`src/rtl/alu_pipe_pkg.sv`:
```
// Shared constants and stage-register layouts for the alu_pipe slice.
package alu_pipe_pkg;

   localparam int ALU_WIDTH     = 32;
   localparam int ALU_CNT_WIDTH = 16;
   // Upper bound on WIDTH. The stage structs are sized to it; an instance
   // only drives/uses the low WIDTH bits and synthesis trims the rest.
   localparam int ALU_MAX_W     = 64;

   // Stage 0: adder operands, already conditioned for add/subtract.
   typedef struct packed {
      logic [ALU_MAX_W-1:0] aa;
      logic [ALU_MAX_W-1:0] bb;
      logic                 ci;
   } alu_op_t;

   // Stage 1: registered result and flags.
   typedef struct packed {
      logic [ALU_MAX_W-1:0] sum;
      logic                 cout;
      logic                 zero;
      logic                 ovf;
   } alu_res_t;

endpackage

```
`src/rtl/alu_pipe_adder.sv`:
```
// Combinational Kogge-Stone prefix adder with carry-in.
module adder #(
   parameter int WIDTH = 32
) (
   input  logic [WIDTH-1:0] a,
   input  logic [WIDTH-1:0] b,
   input  logic             cin,
   output logic [WIDTH-1:0] sum,
   output logic             cout
);

   localparam int LVL = $clog2(WIDTH);

   logic [WIDTH-1:0] h;   // half-sum, kept for the final xor
   logic [WIDTH-1:0] g;   // group generate, bit i = carry out of bit i
   logic [WIDTH-1:0] p;   // group propagate

   assign h = a ^ b;

   // Prefix tree built in place; descending i keeps each level reading the
   // previous level's values. cin is folded into bit 0's generate so the
   // tree output is the true carry out of every bit.
   always_comb begin
      g    = a & b;
      g[0] = (a[0] & b[0]) | (h[0] & cin);
      p    = h;
      for (int k = 0; k < LVL; k++) begin
         for (int i = WIDTH - 1; i >= 0; i--) begin
            if (i >= (1 << k)) begin
               g[i] = g[i] | (p[i] & g[i - (1 << k)]);
               p[i] = p[i] & p[i - (1 << k)];
            end
         end
      end
   end

   assign sum  = h ^ {g[WIDTH-2:0], cin};
   assign cout = g[WIDTH-1];

endmodule

```
`src/rtl/alu_pipe.sv`:
```
// Two-stage valid/ready add/subtract pipeline around the prefix adder, with
// carry/zero/overflow flags and a completed-transaction counter.
module alu_pipe
   import alu_pipe_pkg::*;
#(
   parameter int WIDTH     = ALU_WIDTH,
   parameter int CNT_WIDTH = ALU_CNT_WIDTH
) (
   input  logic                 clk,
   input  logic                 rst_n,
   input  logic                 in_valid,
   output logic                 in_ready,
   input  logic [WIDTH-1:0]     in_a,
   input  logic [WIDTH-1:0]     in_b,
   input  logic                 in_sub,
   input  logic                 in_cin,
   output logic                 out_valid,
   input  logic                 out_ready,
   output logic [WIDTH-1:0]     out_sum,
   output logic                 out_cout,
   output logic                 out_zero,
   output logic                 out_ovf,
   output logic [CNT_WIDTH-1:0] done_cnt
);

   alu_op_t              op_d, op_q;
   alu_res_t             res_d, res_q;
   logic                 s0_v, s1_v;
   logic                 s1_ready;
   logic                 in_hs, out_hs, mv;
   logic [WIDTH-1:0]     sum_w;
   logic                 cout_w;
   logic [CNT_WIDTH-1:0] cnt_q;

   // Flow control: stage 1 frees when empty or draining; stage 0 frees when
   // empty or moving into stage 1. in_ready sees out_ready combinationally.
   assign s1_ready = !s1_v || out_ready;
   assign in_ready = !s0_v || s1_ready;
   assign in_hs    = in_valid && in_ready;
   assign out_hs   = s1_v && out_ready;
   assign mv       = s0_v && s1_ready;

   // Subtract is A + ~B + 1, so the conditioning happens before the flop.
   always_comb begin
      op_d    = '0;
      op_d.aa = ALU_MAX_W'(in_a);
      op_d.bb = ALU_MAX_W'(in_sub ? ~in_b : in_b);
      op_d.ci = in_sub ? 1'b1 : in_cin;
   end

   adder #(.WIDTH(WIDTH)) u_adder (
      .a    (op_q.aa[WIDTH-1:0]),
      .b    (op_q.bb[WIDTH-1:0]),
      .cin  (op_q.ci),
      .sum  (sum_w),
      .cout (cout_w)
   );

   // Flags derive from the conditioned operands, so overflow is correct for
   // both add and subtract.
   always_comb begin
      res_d      = '0;
      res_d.sum  = ALU_MAX_W'(sum_w);
      res_d.cout = cout_w;
      res_d.zero = ~|sum_w;
      res_d.ovf  = (op_q.aa[WIDTH-1] == op_q.bb[WIDTH-1]) &&
                   (sum_w[WIDTH-1] != op_q.aa[WIDTH-1]);
   end

   // Valid bits and counter: the only reset state.
   always_ff @(posedge clk) begin
      if (!rst_n) begin
         s0_v  <= 1'b0;
         s1_v  <= 1'b0;
         cnt_q <= '0;
      end else begin
         if (in_ready) s0_v <= in_valid;
         if (s1_ready) s1_v <= s0_v;
         if (out_hs)   cnt_q <= cnt_q + 1'b1;
      end
   end

   // Data registers load only on their handshakes and are never reset.
   always_ff @(posedge clk) begin
      if (in_hs) op_q  <= op_d;
      if (mv)    res_q <= res_d;
   end

   assign out_valid = s1_v;
   assign out_sum   = res_q.sum[WIDTH-1:0];
   assign out_cout  = res_q.cout;
   assign out_zero  = res_q.zero;
   assign out_ovf   = res_q.ovf;
   assign done_cnt  = cnt_q;

endmodule

```
`config.mk`:
```
export PLATFORM = sky130hd
export DESIGN_NAME = alu_pipe
export DESIGN_NICKNAME = d
export VERILOG_FILES = /design/src/rtl/alu_pipe_pkg.sv /design/src/rtl/alu_pipe_adder.sv /design/src/rtl/alu_pipe.sv
export SDC_FILE = /design/constraint.sdc
export NUM_CORES = 1
export LEC_CHECK = 0
export BUFFER_PORTS_ARGS = -buffer_cell sky130_fd_sc_hd__buf_2
export CAP_MARGIN = 15
export CELL_PAD_IN_SITES_DETAIL_PLACEMENT = 2
export CELL_PAD_IN_SITES_GLOBAL_PLACEMENT = 2
export CORE_MARGIN = 1
export CORE_UTILIZATION = 41
export CTS_BUF_LIST = sky130_fd_sc_hd__clkbuf_4
export DETAILED_ROUTE_END_ITERATION = 8
export PLACE_DENSITY_LB_ADDON = 0.25
export SETUP_SLACK_MARGIN = 0.05
export SLEW_MARGIN = 20
export SYNTH_ARGS = -nofsm -noshare
export SYNTH_HDL_FRONTEND = slang
export SYNTH_SLANG_ARGS = --single-unit
```
`constraint.sdc`:
```
create_clock -name clk -period 7.3 [get_ports clk]
set_clock_uncertainty 0.2 [all_clocks]
set_input_delay 0.73 -clock clk [delete_from_list [all_inputs] [get_ports clk]]
set_output_delay 0.73 -clock clk [all_outputs]
set_load 0.01 [all_outputs]
```
==> results.py <==
metrics = {
    "worst_setup_path": {
        "path_cells": "ha_1, nand4_1, nor3_1, o2111ai_2, a31oi_4, and3_4, a31oi_4, xnor2_1, or4_1, nor4_2",
        "crit_type": "register to register",
        "slowest_delay_ps": 570,
        "cp.arrival_ps": 4060,
        "crit_required_ps": 7470,
        "startpoint": "op_q[13]$_DFFE_PP_",
        "slowest_stage": "or4_1",
        "cp.depth": 10,
        "path_max_fanout": 7,
        "path_buf_inv": 0,
        "critPathLaunchType": "register",
        "r2r_end": "out_zero$_DFFE_PP_",
        "r2r_cells": 10,
        "cp-endpoint": "out_zero$_DFFE_PP_",
        "crit_top_cell": "a31oi_4",
        "endpoint_kind": "register",
        "crit_family": "simple AND/OR/NAND/NOR gates",
        "r2r_start": "op_q[13]$_DFFE_PP_",
        "rrSetupSlack_ps": 3410,
    },
    "logic_synthesis": {
        "synth_area_um2": 5960,
        "syn_nets": 580,
        "synth.top_cells.by_area": "edfxtp_1 50%, ha_1 6.7%, xor2_1 6.5%, dfxtp_1 6.0%, xnor2_1 4.4%",
        "yosys.area.top_type": "edfxtp_1",
        "ys.flop_type": "edfxtp_1",
        "async_reset_ff_share_pct": 0,
        "yosysSeqAreaShare_pct": 56.5,
        "ys.warnings.count": 0,
        "synth.most_common_cell": "edfxtp_1",
        "synth_seq_cells": 118,
        "synth_cells": 476,
        "synth_edf_count": 100,
        "synth_top_area_share_pct": 50.4,
        "synth_common_cells": "100 x edfxtp_1, 44 x xor2_1, 38 x a21oi_1",
        "synth_area_per_cell_um2": 12.5,
        "ys_types": 55,
    },
    "routing": {
        "post-route-drc-count": 0,
        "routed_wl_um": 16100,
        "wl_per_cell_um": 20.1,
        "ant_nets": 0,
        "vias": 4305,
        "avgViaCountPerCell": 5.35,
        "drt_first_pass_iters": 5,
        "first_iter_violations": 175,
    },
    "cts": {
        "hold_buffers": 0,
        "cts_buffer_depth": 2,
        "post-cts-setup-buffers": 0,
        "clkLatencyLatePin_ps": 560,
        "cts_tree": "built",
        "path_clk_slew_ps": 110,
        "cts_resized": 0,
        "cts_buffers": 17,
        "cts.sinks": 118,
        "root_buffer": "clkbuf_4",
        "cts_max_level": 4,
    },
    "global_route": {
        "use_met3_pct": 5.39,
        "gr-usage-met1_pct": 27.3,
        "grt_pass1_wl_um": 25600,
        "grt_max_degree": 66,
        "grt.busiest_layer": "met2",
        "antenna_found_initial": 1,
        "grt-ovfl-total": 0,
        "use_met2_pct": 41.0,
        "grt_use_total_pct": 23.3,
        "grt_pass1_vias": 4737,
    },
    "floorplan": {
        "fp.dieW_um": 123,
        "start_util_pct": 42.4,
        "die_h_um": 123,
        "io_pins": 123,
        "core_um2": 14000,
        "die-area_um2": 15000,
        "rows": 43,
    },
    "sta": {
        "relSlewSlack_pct": 27.7,
        "max_freq_mhz": 257,
        "finalSetupViolations": 0,
        "holdWs_ps": 133,
        "rsz0062_at_grt": "false",
        "hold_viol_final": 0,
        "tightest_slew_ps": 1080,
        "period_share_pct": 53.3,
        "finalSetupTns_ps": 0,
        "period_needed_ps": 3890,
        "finalMaxSlewViolations": 0,
    },
    "pwr": {
        "switchingPower_mw": 0.488,
        "p_leak_nw": 2.87,
        "power_frac_seq_pct": 49.7,
        "pwr-share-clk_pct": 28.5,
        "internal_power_mw": 1.15,
        "ir_drop_v": 0.0000978,
        "sw_frac_of_total_pct": 29.7,
        "powerDensity_nw_per_um2": 233,
        "combPwrFrac_pct": 21.7,
    },
    "placement": {
        "place_congestion": 0.828,
        "dp_hpwl_um": 11800,
        "place_inst": 771,
        "postPlaceCellArea_um2": 6770,
        "port_buffers": 122,
    },
    "cells_and_area": {
        "multi_input_area_um2": 2520,
        "fin_nets": 714,
        "final_area_um2": 7030,
        "drive_gt1_share_pct": 27.4,
        "nFillCells": 1428,
        "final_cells": 804,
        "seq_area_um2": 3360,
        "layout-area-overhead-vs-synth_pct": 18.1,
    },
    "status": {
        "status": "finished clean",
    },
    "worst_hold_path": {
        "hold_path.class": "input pin to register",
    },
    "run": {
        "maxCapViolCount": 0,
    },
}
-- cell usage in the layout (no fill, tap or decap), drive strengths merged, types with 6 or more instances in the layout --
master,Yosys,layout
o21ai,16,16
edfxtp,100,100
a31oi,6,6
nor3,7,7
xnor2,30,30
nand4,8,8
inv,13,19
xor2,44,44
a21oi,39,39
and2,17,17
nand2,32,32
nand3,10,10
nor2,16,16
buf,4,123
ha,32,32
clkbuf,4,23
a21o,14,14
dfxtp,18,18
and3,7,7
-- sequential cells by signal (all words and copies together), names as in the netlist --
register	count
out_valid	1
out_cout	1
out_ovf	1
out_zero	1
done_cnt	16
op_q	65
out_sum	32
s0_v	1
-- layout make-up --
type | instances | area share [%]
diodes | 1 | 0.0356
clock inverters | 9 | 1.25
well taps | 180 | 3.20
flip-flops and latches | 118 | 47.8
multi-input cells | 337 | 35.8
inverters | 13 | 0.694
clock buffers | 23 | 2.45
repair buffers | 123 | 8.79
-- kinds of logic after synthesis --
group | share of synthesized area (%)
AO/OA/AOI/OAI | 12.6
flip-flops | 56.5
multiplexers | 0.336
AND/OR/NAND/NOR | 10.8
adder cells (fa/ha/maj) | 7.39
buffers and inverters | 1.45
XOR/XNOR | 10.9
-- worst min path at each step --
stage / startpoint / cells past startpoint / end
after global placement: done_cnt[7]$_SDFFE_PN0P_ / 2 / done_cnt[7]$_SDFFE_PN0P_
final: in_a[25] / 1 / op_q[90]$_DFFE_PP_
after detailed placement: done_cnt[1]$_SDFFE_PN0P_ / 2 / done_cnt[1]$_SDFFE_PN0P_
after CTS: in_a[21] / 1 / op_q[86]$_DFFE_PP_
after floorplan: s0_v$_SDFFE_PN0N_ / 1 / out_valid$_SDFFE_PN0P_
after global routing: in_a[25] / 1 / op_q[90]$_DFFE_PP_
-- routing by layer --
layer  vias to the layer above  part of all wire (%)
met1                      2153                    43
met4                         0                   1.4
met3                        20                   3.7
li1                       2033                     -
met5                         -                     0
met2                        99                    52
-- power groups by stage --
stage          Sequential, mW  Combinational [mW]  Clock (mW)
6_report                0.817               0.357       0.468
5_1_grt                 0.821               0.389       0.504
4_1_cts                 0.818               0.358       0.481
3_5_place_dp            0.833               0.350           0
3_3_place_gp            0.829               0.331           0
2_1_floorplan           0.837               0.222           0
-- stage by stage --
step | setup WS [ps] | util [%] | total power, mW
after floorplan | 4030 | - | 1.06
after global placement | 3770 | 48.2 | 1.16
after detailed placement | 3470 | 48.2 | 1.18
after CTS | 3400 | 50.1 | 1.66
after global routing | 3150 | 50.1 | 1.71
final | 3410 | 50.1 | 1.64
No activity file was read; power rests on OpenSTA's default activity.
